## src/rtl/to_udp_ctrl_pkg.sv

```systemverilog
// Shared types and constants for the app-to-UDP NoC adapter control.
package to_udp_ctrl_pkg;

    // Datapath output mux select
    typedef enum logic [1:0] {
        HDR_SEL  = 2'd0,
        META_SEL = 2'd1,
        DATA_SEL = 2'd2
    } out_sel_t;

    // Control FSM states
    typedef enum logic [1:0] {
        READY     = 2'd0,
        HDR_OUT   = 2'd1,
        META_OUT  = 2'd2,
        DATA_PASS = 2'd3
    } state_t;

    localparam int unsigned NOC_DATA_W_DFLT = 512;
    localparam int unsigned BPF_DFLT        = NOC_DATA_W_DFLT / 8;
    localparam int unsigned BPF_LOG2_DFLT   = $clog2(BPF_DFLT);

    // log2 of bytes per flit for a given flit width
    function automatic int unsigned bpf_log2(input int unsigned noc_data_w);
        return $clog2(noc_data_w / 8);
    endfunction

endpackage

```

## src/rtl/to_udp_flit_cnt.sv

```systemverilog
// Data-flit count for one message: ceil(len / BPF), loaded on meta accept and
// decremented per data handshake.
module to_udp_flit_cnt
    import to_udp_ctrl_pkg::*;
#(
    parameter int unsigned NOC_DATA_W = NOC_DATA_W_DFLT,
    parameter int unsigned LEN_W      = 16,
    parameter int unsigned FLIT_CNT_W = 11
) (
    input  logic                  clk,
    input  logic                  rst,
    input  logic [LEN_W-1:0]      len,
    input  logic                  load,
    input  logic                  dec,
    output logic [FLIT_CNT_W-1:0] data_flits,
    output logic                  rem_is_one,
    output logic                  rem_zero
);

    localparam int unsigned BPF      = NOC_DATA_W / 8;
    localparam int unsigned BPF_LOG2 = bpf_log2(NOC_DATA_W);

    logic [LEN_W:0]          len_rnd;
    logic [LEN_W:0]          quot;
    logic [FLIT_CNT_W-1:0]   rem_d;
    logic [FLIT_CNT_W-1:0]   rem_q;
    logic                    unused_quot;

    // Ceil-divide at LEN_W+1 bits so the maximum length cannot wrap
    always_comb begin
        len_rnd    = {1'b0, len} + (LEN_W+1)'(BPF - 1);
        quot       = len_rnd >> BPF_LOG2;
        data_flits = quot[FLIT_CNT_W-1:0];
    end

    assign unused_quot = ^quot;

    // Remaining-flit counter next value: load wins over decrement
    always_comb begin
        rem_d = rem_q;
        if (load) begin
            rem_d = data_flits;
        end else if (dec) begin
            rem_d = rem_q - FLIT_CNT_W'(1);
        end
    end

    // Remaining-flit counter register
    always_ff @(posedge clk or posedge rst) begin
        if (rst) begin
            rem_q <= '0;
        end else begin
            rem_q <= rem_d;
        end
    end

    assign rem_is_one = (rem_q == FLIT_CNT_W'(1));
    assign rem_zero   = (rem_q == '0);

endmodule

```

## src/rtl/to_udp_ctrl.sv

```systemverilog
// Control FSM for the app-to-UDP NoC adapter: emits header, metadata, then
// payload flits, steering an external datapath.
// Optional build macro: TO_UDP_CTRL_LAST_CHECK_EN (sticky last/length check).
module to_udp_ctrl
    import to_udp_ctrl_pkg::*;
#(
    parameter int unsigned NOC_DATA_W = NOC_DATA_W_DFLT,
    parameter int unsigned LEN_W      = 16,
    parameter int unsigned FLIT_CNT_W = 11
) (
    input  logic                  clk,
    input  logic                  rst,
    input  logic                  src_to_udp_meta_val,
    output logic                  to_udp_src_meta_rdy,
    input  logic [LEN_W-1:0]      src_to_udp_meta_len,
    input  logic                  src_to_udp_data_val,
    input  logic                  src_to_udp_data_last,
    output logic                  to_udp_src_data_rdy,
    output logic                  to_udp_noc_vrtoc_val,
    input  logic                  noc_vrtoc_to_udp_rdy,
    output logic                  ctrl_datap_store_meta,
    output logic [1:0]            ctrl_datap_out_sel,
    output logic [FLIT_CNT_W-1:0] ctrl_datap_msg_flits,
    output logic                  ctrl_datap_err
);

    state_t                  state_d, state_q;
    out_sel_t                sel_d, sel_q;
    logic                    meta_rdy_d, meta_rdy_q;
    logic                    store_meta_d, store_meta_q;
    logic                    hdr_val_d, hdr_val_q;
    logic [FLIT_CNT_W-1:0]   msg_flits_d, msg_flits_q;
    logic                    cnt_load;
    logic                    cnt_dec;
    logic                    in_data;
    logic                    data_hs;
    logic [FLIT_CNT_W-1:0]   data_flits;
    logic                    rem_is_one;
    logic                    rem_zero;

    to_udp_flit_cnt #(
        .NOC_DATA_W (NOC_DATA_W),
        .LEN_W      (LEN_W),
        .FLIT_CNT_W (FLIT_CNT_W)
    ) u_flit_cnt (
        .clk        (clk),
        .rst        (rst),
        .len        (src_to_udp_meta_len),
        .load       (cnt_load),
        .dec        (cnt_dec),
        .data_flits (data_flits),
        .rem_is_one (rem_is_one),
        .rem_zero   (rem_zero)
    );

    // Payload phase is a pure pass-through between source and NoC
    assign in_data              = (state_q == DATA_PASS);
    assign data_hs              = in_data && src_to_udp_data_val && noc_vrtoc_to_udp_rdy;
    assign to_udp_noc_vrtoc_val = in_data ? src_to_udp_data_val : hdr_val_q;
    assign to_udp_src_data_rdy  = in_data && noc_vrtoc_to_udp_rdy;
    assign to_udp_src_meta_rdy  = meta_rdy_q;
    assign ctrl_datap_store_meta = store_meta_q;
    assign ctrl_datap_out_sel   = sel_q;
    assign ctrl_datap_msg_flits = msg_flits_q;

    // Next state and next registered outputs; registered outputs are computed
    // for the state being entered so they line up with it
    always_comb begin
        state_d      = state_q;
        sel_d        = sel_q;
        meta_rdy_d   = meta_rdy_q;
        store_meta_d = store_meta_q;
        hdr_val_d    = hdr_val_q;
        msg_flits_d  = msg_flits_q;
        cnt_load     = 1'b0;
        cnt_dec      = 1'b0;
        case (state_q)
            READY: begin
                meta_rdy_d   = 1'b1;
                store_meta_d = 1'b1;
                hdr_val_d    = 1'b0;
                sel_d        = HDR_SEL;
                if (meta_rdy_q && src_to_udp_meta_val) begin
                    cnt_load     = 1'b1;
                    msg_flits_d  = data_flits + FLIT_CNT_W'(1);
                    state_d      = HDR_OUT;
                    meta_rdy_d   = 1'b0;
                    store_meta_d = 1'b0;
                    hdr_val_d    = 1'b1;
                end
            end
            HDR_OUT: begin
                if (noc_vrtoc_to_udp_rdy) begin
                    state_d = META_OUT;
                    sel_d   = META_SEL;
                end
            end
            META_OUT: begin
                if (noc_vrtoc_to_udp_rdy) begin
                    hdr_val_d = 1'b0;
                    if (!rem_zero) begin
                        state_d = DATA_PASS;
                        sel_d   = DATA_SEL;
                    end else begin
                        state_d      = READY;
                        sel_d        = HDR_SEL;
                        meta_rdy_d   = 1'b1;
                        store_meta_d = 1'b1;
                    end
                end
            end
            DATA_PASS: begin
                if (data_hs) begin
                    cnt_dec = 1'b1;
                    if (rem_is_one) begin
                        state_d      = READY;
                        sel_d        = HDR_SEL;
                        meta_rdy_d   = 1'b1;
                        store_meta_d = 1'b1;
                    end
                end
            end
            default: begin
                state_d      = state_t'('x);
                sel_d        = out_sel_t'('x);
                meta_rdy_d   = 1'bx;
                store_meta_d = 1'bx;
                hdr_val_d    = 1'bx;
                msg_flits_d  = 'x;
                cnt_load     = 1'bx;
                cnt_dec      = 1'bx;
            end
        endcase
    end

    // FSM state and registered outputs
    always_ff @(posedge clk or posedge rst) begin
        if (rst) begin
            state_q      <= READY;
            sel_q        <= HDR_SEL;
            meta_rdy_q   <= 1'b0;
            store_meta_q <= 1'b0;
            hdr_val_q    <= 1'b0;
            msg_flits_q  <= '0;
        end else begin
            state_q      <= state_d;
            sel_q        <= sel_d;
            meta_rdy_q   <= meta_rdy_d;
            store_meta_q <= store_meta_d;
            hdr_val_q    <= hdr_val_d;
            msg_flits_q  <= msg_flits_d;
        end
    end

`ifdef TO_UDP_CTRL_LAST_CHECK_EN
    logic err_d, err_q;

    // Sticky flag: source last marker disagrees with counter-based framing
    always_comb begin
        err_d = err_q | (data_hs && (src_to_udp_data_last != rem_is_one));
    end

    // Error flag register, cleared only by reset
    always_ff @(posedge clk or posedge rst) begin
        if (rst) begin
            err_q <= 1'b0;
        end else begin
            err_q <= err_d;
        end
    end

    assign ctrl_datap_err = err_q;
`else
    logic unused_last;

    assign unused_last    = src_to_udp_data_last;
    assign ctrl_datap_err = 1'b0;
`endif

endmodule

```

## config.mk

```make
export PLATFORM = sky130hd
export DESIGN_NAME = to_udp_ctrl
export DESIGN_NICKNAME = d
export VERILOG_FILES = /design/src/rtl/to_udp_ctrl_pkg.sv /design/src/rtl/to_udp_flit_cnt.sv /design/src/rtl/to_udp_ctrl.sv
export SDC_FILE = /design/constraint.sdc
export NUM_CORES = 1
export LEC_CHECK = 0
export ABC_AREA = 1
export CAP_MARGIN = 5
export CORE_MARGIN = 4
export CORE_UTILIZATION = 50
export CTS_CLUSTER_DIAMETER = 80
export CTS_CLUSTER_SIZE = 24
export DETAILED_ROUTE_END_ITERATION = 10
export PLACE_DENSITY = 0.83
export SLEW_MARGIN = 15
export SYNTH_ARGS = -nofsm -noshare
export SYNTH_HDL_FRONTEND = slang
export SYNTH_SLANG_ARGS = --single-unit
```

## constraint.sdc

```tcl
create_clock -name clk -period 2.8 [get_ports clk]
set_clock_uncertainty 0.1 [all_clocks]
set_input_delay 0.28 -clock clk [delete_from_list [all_inputs] [get_ports clk]]
set_output_delay 0.28 -clock clk [all_outputs]
set_load 0.01 [all_outputs]
```

-- Yosys cells after proc, flatten, opt, wreduce, memory -nomap -nowiden
Index checks and enable logic that the tools add are counted.
- register bits: 28
- bits of input ports: 22
- output and inout port bits: 18
- add/subtract/negate cells: 3
- eq/ne operators: 10
- multiplexer cells: 26
- reduce and logical (&&, ||, !) cells: 14
- operator list (cell ; number):
    $mux 11 ; 2
    $mux 2 ; 9
    $add 16x6->17 const B ; 1
    $pmux 2 s4 ; 2
    $add 11x1->11 const B ; 1
    $eq 11x1->1 const B ; 1
    $logic_not 11->1 ; 1
    $mux 1 ; 11
    $sub 11x1->11 const B ; 1
    $reduce_and 5->1 ; 2
    $ne 2x2->1 const B ; 4
    $eq 2x2->1 const B ; 2
    $logic_and 1x1->1 ; 4
    $ne 2x1->1 const B ; 2
    $reduce_and 2->1 ; 2
    $reduce_and 4->1 ; 1
    $reduce_bool 2->1 ; 2
    $pmux 1 s3 ; 1
    $reduce_bool 3->1 ; 1
    $eq 2x1->1 const B ; 1
    $logic_not 2->1 ; 1
    $pmux 1 s2 ; 1

-- Longest topological paths before layout
Gate-level depths: netlist of the first run.
- word-level depth: 7
- mapped depth: 13
- depth with buffers taken out: 13

-- Modules after synthesis
A second synthesis of the first run with hierarchy kept.
- cells, all modules: 324
- area total of the unflattened synthesis: 2163.3 µm²
- by module, submodules not included (module ; instances ; cells each ; area an instance (µm²) ; sequential area each (µm²)):
    to_udp_flit_cnt ; 1 ; 184 ; 1098.6 ; 275.3
    to_udp_ctrl ; 1 ; 140 ; 1064.8 ; 425.4

-- Least setup slack after synthesis of the first run
No wires, ideal clock.
- path type: in2reg
- start point: input src_to_udp_meta_len[3]
- end point: register msg_flits_q[6] (netlist: ctrl_datap_msg_flits[6])
- library setup time: 0.076 ns
- arrival: 1.703 ns
- required time: 2.624 ns
- path slack: 0.920 ns
- stages on the path: 13
- path buffers: 0
- cells stage by stage: nor2_2 -> nand3_4 -> nand2_1 -> inv_1 -> or2_2 -> inv_1 -> ha_1 -> inv_1 -> nor2_4 -> nand2_1 -> nand2_1 -> nand2_1 -> o21ai_1
- word-level cells in the longest chain between the ends: 2
- ends and longest elaborated chain (item ; line ; RTL):
    start: declaration ; to_udp_ctrl.sv:15 ; input logic [LEN_W-1:0] src_to_udp_meta_len,
    $add 16x6->17 ; to_udp_flit_cnt.sv:31 ; len_rnd = {1'b0, len} + (LEN_W+1)'(BPF - 1);
    $add 11x1->11 ; to_udp_ctrl.sv:85 ; msg_flits_d = data_flits + FLIT_CNT_W'(1);
    end signal: assignment ; to_udp_ctrl.sv:151 ; msg_flits_q <= msg_flits_d;
    end: declaration ; to_udp_ctrl.sv:32 ; logic [FLIT_CNT_W-1:0] msg_flits_d, msg_flits_q;
No other way between the ends.
A chain may end at the register's enable or synchronous reset.

-- Final worst setup path of the first run
- start point: input src_to_udp_meta_len[5]
- end point: register msg_flits_q[6] (netlist: ctrl_datap_msg_flits[6])
The elaborated chain is that of the path after synthesis.

==> results of run 1 <==
[layer usage]
metal / part of all wire / up-vias
met3: 0.045 / 10
met2: 0.48 / 52
li1: - / 1022
met4: 0.022 / 0
met1: 0.45 / 844
met5: 0 / -
[area by class of cell]
type                       instances  area share
multi-input combinational        216      0.4492
tap                               48     0.02390
inverter                          48     0.07271
sequential                        28      0.2789
timing repair buffer              39      0.1534
clock buffer                       4     0.02191
[synthesized netlist by cell type (2+ instances only)]
library cell / n
sky130_fd_sc_hd__ha_1: 8
sky130_fd_sc_hd__o21ai_0: 10
sky130_fd_sc_hd__o211ai_1: 2
sky130_fd_sc_hd__nand2_1: 77
sky130_fd_sc_hd__and2_1: 2
sky130_fd_sc_hd__nand4_1: 5
sky130_fd_sc_hd__buf_2: 2
sky130_fd_sc_hd__nor2_1: 35
sky130_fd_sc_hd__nand3_2: 3
sky130_fd_sc_hd__a21oi_1: 8
sky130_fd_sc_hd__o21ai_1: 5
sky130_fd_sc_hd__nand2_2: 2
sky130_fd_sc_hd__inv_1: 46
sky130_fd_sc_hd__xor2_1: 6
sky130_fd_sc_hd__dfrtp_1: 28
sky130_fd_sc_hd__nor2_2: 4
sky130_fd_sc_hd__buf_1: 2
sky130_fd_sc_hd__o22ai_1: 3
sky130_fd_sc_hd__buf_4: 2
sky130_fd_sc_hd__nor3_1: 3
sky130_fd_sc_hd__nand3_1: 27
sky130_fd_sc_hd__o21ai_2: 2
sky130_fd_sc_hd__a31oi_1: 2
sky130_fd_sc_hd__clkinv_2: 2
[cell families after synthesis]
family / after synthesis / share of synthesized area
AO/OA/AOI/OAI: 37 / 0.1108
XOR/XNOR: 7 / 0.02999
adder cells (fa/ha/maj): 8 / 0.04896
buffers and inverters: 54 / 0.1053
flip-flops: 28 / 0.3427
other: 1 / 0.001834
AND/OR/NAND/NOR: 163 / 0.3605
[worst min-delay path: cells and delay by family]
family / cells / cell delay (ps)
buffers and inverters: 3 / 790
[per-stage QoR]
stage | instances | power, mW | worst slack [ps] | util | instance area, µm²
after floorplan | 298 | 1.366 | 920.3 | - | 2044
after global routing | 383 | 2.162 | 310.7 | 0.6614 | 2512
after global placement | 379 | 1.714 | 288.6 | 0.6469 | 2457
after CTS | 383 | 1.991 | 520.4 | 0.6614 | 2512
final | 383 | 1.973 | 511.8 | 0.6614 | 2512
after detailed placement | 379 | 1.737 | 219.7 | 0.6469 | 2457
[registers in the layout, indices dropped and copies added, names as in the netlist]
signal and count:
state_q 2, u_flit_cnt.rem_q 11, ctrl_datap_store_meta 1, ctrl_datap_out_sel 2
ctrl_datap_msg_flits 11, hdr_val_q 1
[cell usage in the layout, fill, tap and decap left out, types with 3 or more instances in the layout]
| master | instances |
|---|---|
| sky130_fd_sc_hd__nand2_1 | 77 |
| sky130_fd_sc_hd__inv_1 | 46 |
| sky130_fd_sc_hd__clkdlybuf4s50_1 | 37 |
| sky130_fd_sc_hd__nor2_1 | 35 |
| sky130_fd_sc_hd__dfrtp_1 | 28 |
| sky130_fd_sc_hd__nand3_1 | 27 |
| sky130_fd_sc_hd__o21ai_0 | 10 |
| sky130_fd_sc_hd__a21oi_1 | 8 |
| sky130_fd_sc_hd__ha_1 | 8 |
| sky130_fd_sc_hd__xor2_1 | 6 |
| sky130_fd_sc_hd__nand4_1 | 5 |
| sky130_fd_sc_hd__o21ai_1 | 5 |
| sky130_fd_sc_hd__nor2_2 | 4 |
| sky130_fd_sc_hd__clkbuf_8 | 4 |
| sky130_fd_sc_hd__o22ai_1 | 3 |
| sky130_fd_sc_hd__nand3_2 | 3 |
| sky130_fd_sc_hd__nor3_1 | 3 |
[power by group]
part           internal [mW]  switching [mW]
registers              0.589           0.128
logic                  0.460           0.547
clock network          0.126           0.122
total                   1.17           0.798
[worst paths after layout]
check                                              from                      end  slack, ps  cells after the start
max in group asynchronous                           rst      u_flit_cnt.rem_q[2]       2060                      3
worst min-delay path                                rst  ctrl_datap_msg_flits[1]        270                      3
worst min register to register  ctrl_datap_msg_flits[1]  ctrl_datap_msg_flits[1]        390                      2
min in group clk                ctrl_datap_msg_flits[1]  ctrl_datap_msg_flits[1]        390                      2
worst max-delay path             src_to_udp_meta_len[5]  ctrl_datap_msg_flits[6]        510                     14
worst max register to register               state_q[1]  ctrl_datap_msg_flits[9]        850                      8
==> summary.txt, run 1 <==
Run status
  – Result of the run: completed

Finish
  – Number of fill cells: 346
  – Combined area of the multi-input logic cells: 1129 µm²
  – Synthesis-to-layout area growth: 22.89%
  – FF/Latch Area: 700.7 µm²
  – Antenna cells: 0
  – Fraction of layout cells with a size suffix above 1: 0.07164
  – Layout Nets: 366

Yosys
  – Seq cells post-synth: 28
  – Count of flip-flops with a built-in enable after synthesis: 0
  – Most used DFF post-synth: sky130_fd_sc_hd__dfrtp_1
  – Share of Yosys cell area claimed by the top area cell type: 0.3427
  – Avg Inst Size Synth: 6.861 µm²
  – Async S/R FF share, synth: 1.000
  – Count of synthesis-stage warnings from yosys: 0
  – Cell types with the largest area share after synthesis: sky130_fd_sc_hd__dfrtp_1 34%, sky130_fd_sc_hd__nand2_1 14%, sky130_fd_sc_hd__inv_1 8.4%, sky130_fd_sc_hd__nand3_1 6.6%, sky130_fd_sc_hd__nor2_1 6.4%
  – Most area-hungry cell type in the Yosys netlist: sky130_fd_sc_hd__dfrtp_1
  – Sequential-to-total area share from yosys stat: 0.3427
  – Netlist cell types: 36
  – Synthesized Nets: 328
  – Post-synthesis instance total: 298
  – Post-synthesis cell area: 2044 µm²

Setup path
  – Worst Setup Path Type: input port to register
  – WP buf/inv: 4
  – Cell mode on critical path: sky130_fd_sc_hd__nand2_1
  – Biggest cell delay along the critical path: 450 ps
  – CP endpoint kind: register
  – Worst endpoint data arrival time: 2400 ps
  – Element type at the critical path start: input port
  – Cell-by-cell listing of the critical path: clkdlybuf4s50_1, nor2_2, nand3_4, nand2_1, inv_1, or2_2, inv_1, ha_1, inv_1, nor2_4, nand2_1, nand2_1, nand2_1, o21ai_1
  – Cell at the slowest stage of the critical path: sky130_fd_sc_hd__clkdlybuf4s50_1
  – Top Family by Delay on Critical Path: simple AND/OR/NAND/NOR gates
  – Crit path max fanout: 10
  – Required time at the endpoint of the critical path: 2910 ps

Global route
  – First-pass GRT wire length: 7.748 mm
  – Global routing's busiest layer: met2
  – Routing usage on met3: 0.02355
  – Initial antenna violation count: 0
  – Maximum number of pins on one net before global-route repair: 29
  – Final global-route overflow total: 0
  – GR met1 Demand/Resource: 0.2324
  – Global router's overall resource usage: 0.1850
  – Via count of the first global-routing pass: 1,860
  – Met2 usage in global routing: 0.3184

Routing
  – DRC: 0
  – Starting DRC count in detailed routing: 122
  – First-pass detailed-route iteration total: 6
  – Number of nets with antenna violations after detailed routing: 0
  – Total via count in the routed design: 1,928
  – Routed wirelength normalized by instance count: 11.50 µm
  – Detailed Route WL: 4.406 mm
  – Ratio of routed vias to standard cells: 5.034

Place
  – Gpl congestion: 0.8738
  – Number of buffer cells added on primary ports: 37
  – Half-perimeter wire length after detailed placement: 3.487 mm

STA
  – Final setup violating endpoints: 0
  – Setup TNS: 0 ps
  – Pins over their slew limit: 0
  – Hold slack: 274.4 ps
  – Setup repair after global routing missed its margin: no
  – Final clock period utilization by the worst path: 0.8172
  – Number of hold-slack violations in the final timing report: 0
  – Clock period minus worst slack: 2288 ps
  – Highest attainable clock frequency: 437.0 MHz

Floorplan
  – Die Height: 71.95 µm
  – Placeable core region: 3799 µm²
  – Width of the die: 71.95 µm
  – Effective utilization at floorplan: 0.5382
  – Row count: 22
  – Number of top-level design ports: 40
  – Floorplan die area: 5176 µm²

Power and ir drop
  – Worst voltage drop across the vdd grid: 0.3327 mV
  – Leakage power of the design: 1.273 nW
  – P per Cell Area: 785.2 nW/µm²

Clock network
  – Register clock-pin slew on the reported worst setup and hold paths: 90 ps
  – Clock buffer count from CTS: 3
  – Total setup buffers inserted after CTS: 0
  – Level count of the clock H-tree: 1
  – Total clock sinks: 28
  – Post-cts sizing count: 0
  – TritonCTS clock tree: yes
  – Worst-skew pair later-pin latency: 270 ps
  – Root Buffer: sky130_fd_sc_hd__clkbuf_8
  – Deepest clock path buffer count: 2
  – Hold-fix buffers at CTS: 0

Hold path
  – Worst min-delay path category: input port to async pin

Run
  – Max Cap Violations: 0
Power figures use the tool's default switching activity.
==> run 2: changes to the inputs <==
==> constraint.sdc (replaced) <==
create_clock -name clk -period 2.11 [get_ports clk]
set_clock_uncertainty 0.1 [all_clocks]
set_input_delay 0.211 -clock clk [delete_from_list [all_inputs] [get_ports clk]]
set_output_delay 0.211 -clock clk [all_outputs]
set_load 0.01 [all_outputs]
==> run 2 against run 1 <==
Cell count grew 3.7%. Final area grew 4.5%. Total power grew 36%. Largest cell class unchanged. Worst hold slack lost 84 ps.
==> summary.txt, run 2 (synthesis results as in run 1) <==
Clock network
  – Register clock-pin slew on the reported worst setup and hold paths: 100 ps (about the same)
  – Clock buffer count from CTS: 3 (unchanged)
  – Worst-skew pair later-pin latency: 280 ps (about the same)
  – Level count of the clock H-tree: 1 (unchanged)
  – Root Buffer: sky130_fd_sc_hd__clkbuf_8
  – TritonCTS clock tree: yes
  – Total clock sinks: 28 (unchanged)
  – Hold-fix buffers at CTS: 0 (unchanged)
  – Deepest clock path buffer count: 2 (unchanged)

Routing
  – Routed wirelength normalized by instance count: 11.45 µm (-0.44%)
  – Starting DRC count in detailed routing: 123 (+0.82%)
  – DRC: 0 (unchanged)
  – First-pass detailed-route iteration total: 4 (-2)
  – Number of nets with antenna violations after detailed routing: 0 (unchanged)
  – Ratio of routed vias to standard cells: 5.071 (+0.73%)
  – Total via count in the routed design: 2,013 (+4.4%)
  – Detailed Route WL: 4.547 mm (+3.2%)

Finish
  – Layout Nets: 380 (+3.8%)
  – Synthesis-to-layout area growth: 28.40%
  – Area of all placed cells without fillers: 2625 µm² (+4.5%)
  – Fraction of layout cells with a size suffix above 1: 0.1117 (+0.04011)
  – Finished Core Util: 0.6910 (+0.02964)
  – Commonest cells after routing, fill and taps aside: 77 x sky130_fd_sc_hd__nand2_1, 46 x sky130_fd_sc_hd__inv_1, 37 x sky130_fd_sc_hd__clkdlybuf4s50_1
  – Number of fill cells: 341 (-1.4%)
  – Number of standard cells in the layout, taps in and fillers out: 397 (+3.7%)
  – Commonest non-fill, non-tap cell in the layout: sky130_fd_sc_hd__nand2_1
  – Antenna cells: 0 (unchanged)

Floorplan
  – Effective utilization at floorplan: 0.5382 (unchanged)
  – Row count: 22 (unchanged)
  – Placeable core region: 3799 µm² (unchanged)
  – Floorplan die area: 5176 µm² (unchanged)
  – Number of top-level design ports: 40 (unchanged)
  – Width of the die: 71.95 µm (unchanged)
  – Die Height: 71.95 µm (unchanged)

Run status
  – Result of the run: completed

Place
  – Half-perimeter wire length after detailed placement: 3.628 mm (+4.0%)
  – Placed Instances: 393 (+3.7%)
  – Instance area after placement: 2562 µm² (+4.3%)
  – Gpl congestion: 0.8668 (-0.80%)
  – Number of buffer cells added on primary ports: 37 (unchanged)
  – Worst setup slack after placement: -200.5 ps (-420.2 ps)

Power and ir drop
  – Leakage power of the design: 1.340 nW (+5.2%)
  – PnR Total Power: 2.674 mW (+36%)
  – Clock power frac: 0.125 (about the same)
  – Combinational fraction of design power: 0.518 (+0.008)
  – Cell internal pwr: 1.592 mW (+35%)
  – Switching power: 1.082 mW (+36%)
  – Sequential fraction of design power: 0.357 (-0.007)
  – Share of total power consumed by net switching: 0.4047 (about the same)
  – Worst voltage drop across the vdd grid: 0.3494 mV (+5.0%)
  – P per Cell Area: 1019 nW/µm² (+30%)

Setup path
  – Worst endpoint data arrival time: 1710 ps (-690 ps)
  – Worst Setup Path Type: register to output pin
  – Element type at the critical path start: register
  – CP endpoint kind: output pin
  – Required time at the endpoint of the critical path: 1800 ps (-1110 ps)
  – Crit path max fanout: 6 (-4)
  – Setup slack of the most critical reg-to-reg path: 240 ps (-610 ps)

STA
  – Highest attainable clock frequency: 496.0 MHz
  – Clock period minus worst slack: 2016 ps
  – Pins over their slew limit: 0 (unchanged)
  – Final clock period utilization by the worst path: 0.9556
  – Number of hold-slack violations in the final timing report: 0 (unchanged)
  – Hold slack: 190.6 ps (-83.84 ps)
  – Final setup violating endpoints: 0 (unchanged)
  – Setup ws final: 93.79 ps (-418.0 ps)
  – Setup repair after global routing missed its margin: no
  – Setup TNS: 0 ps (unchanged)

Run
  – Max Cap Violations: 0 (unchanged)

Global route
  – Via count of the first global-routing pass: 1,924 (+3.4%)
  – Maximum number of pins on one net before global-route repair: 29 (unchanged)
  – Global router's overall resource usage: 0.1829 (-0.002092)
  – Initial antenna violation count: 0 (unchanged)
  – First-pass GRT wire length: 7.755 mm (about the same)
  – Final global-route overflow total: 0 (unchanged)

Hold path
  – Worst min-delay path category: input port to async pin
[run 2: cell count changes in the layout (fill, tap and decap cells not counted), sizes merged]
cell and change:
buf +14
[run 2: metal layers]
metal  GRT usage  wire length (µm)
met4     0.07307                77
met2      0.3235              2178
met5           0                 0
met3     0.02355               170
met1      0.2244              2120
[run 2: area by class of cell]
| cell class | instances | area [µm²] | area share |
|---|---|---|---|
| clock buffers | 4 | 55.05 | 0.02097 |
| multi-input cells | 216 | 1136 | 0.4328 |
| well taps | 48 | 60.06 | 0.02288 |
| flip-flops and latches | 28 | 700.7 | 0.2669 |
| inverters | 48 | 182.7 | 0.06959 |
| repair buffers | 53 | 490.5 | 0.1868 |
[run 2: power by group through the flow]
stage	clock [mW]	combinational (mW)	sequential, mW
2_1_floorplan	0	0.828	0.985
3_3_place_gp	0	1.35	0.955
3_5_place_dp	0	1.38	0.962
4_1_cts	0.338	1.39	0.957
5_1_grt	0.359	1.55	0.989
6_report	0.333	1.39	0.955
[run 2: path summary, 6_finish.rpt]
check / start / endpoint / cells after the start
setup / recovery: state_q[0] / to_udp_noc_vrtoc_val / 3
hold / removal: rst / ctrl_datap_store_meta / 3
setup reg to reg: state_q[1] / u_flit_cnt.rem_q[7] / 7
hold reg to reg: ctrl_datap_msg_flits[0] / ctrl_datap_msg_flits[0] / 2
max in group asynchronous: rst / u_flit_cnt.rem_q[5] / 3
min in group clk: ctrl_datap_msg_flits[0] / ctrl_datap_msg_flits[0] / 2
[run 2: critical path, cell delays in order (launching register included)]
cell	delay, ps
sky130_fd_sc_hd__dfrtp_1	440
sky130_fd_sc_hd__ha_2	260
sky130_fd_sc_hd__o21ai_0	170
sky130_fd_sc_hd__clkdlybuf4s50_1	560
[run 2: repair_timing]
action | 4_1_cts | 5_1_grt
buffers inserted | 0 | 0
gates resized for setup | 0 | 2
setup endpoints to repair | 0 | 5
endpoints found under the hold margin | 0 | 0
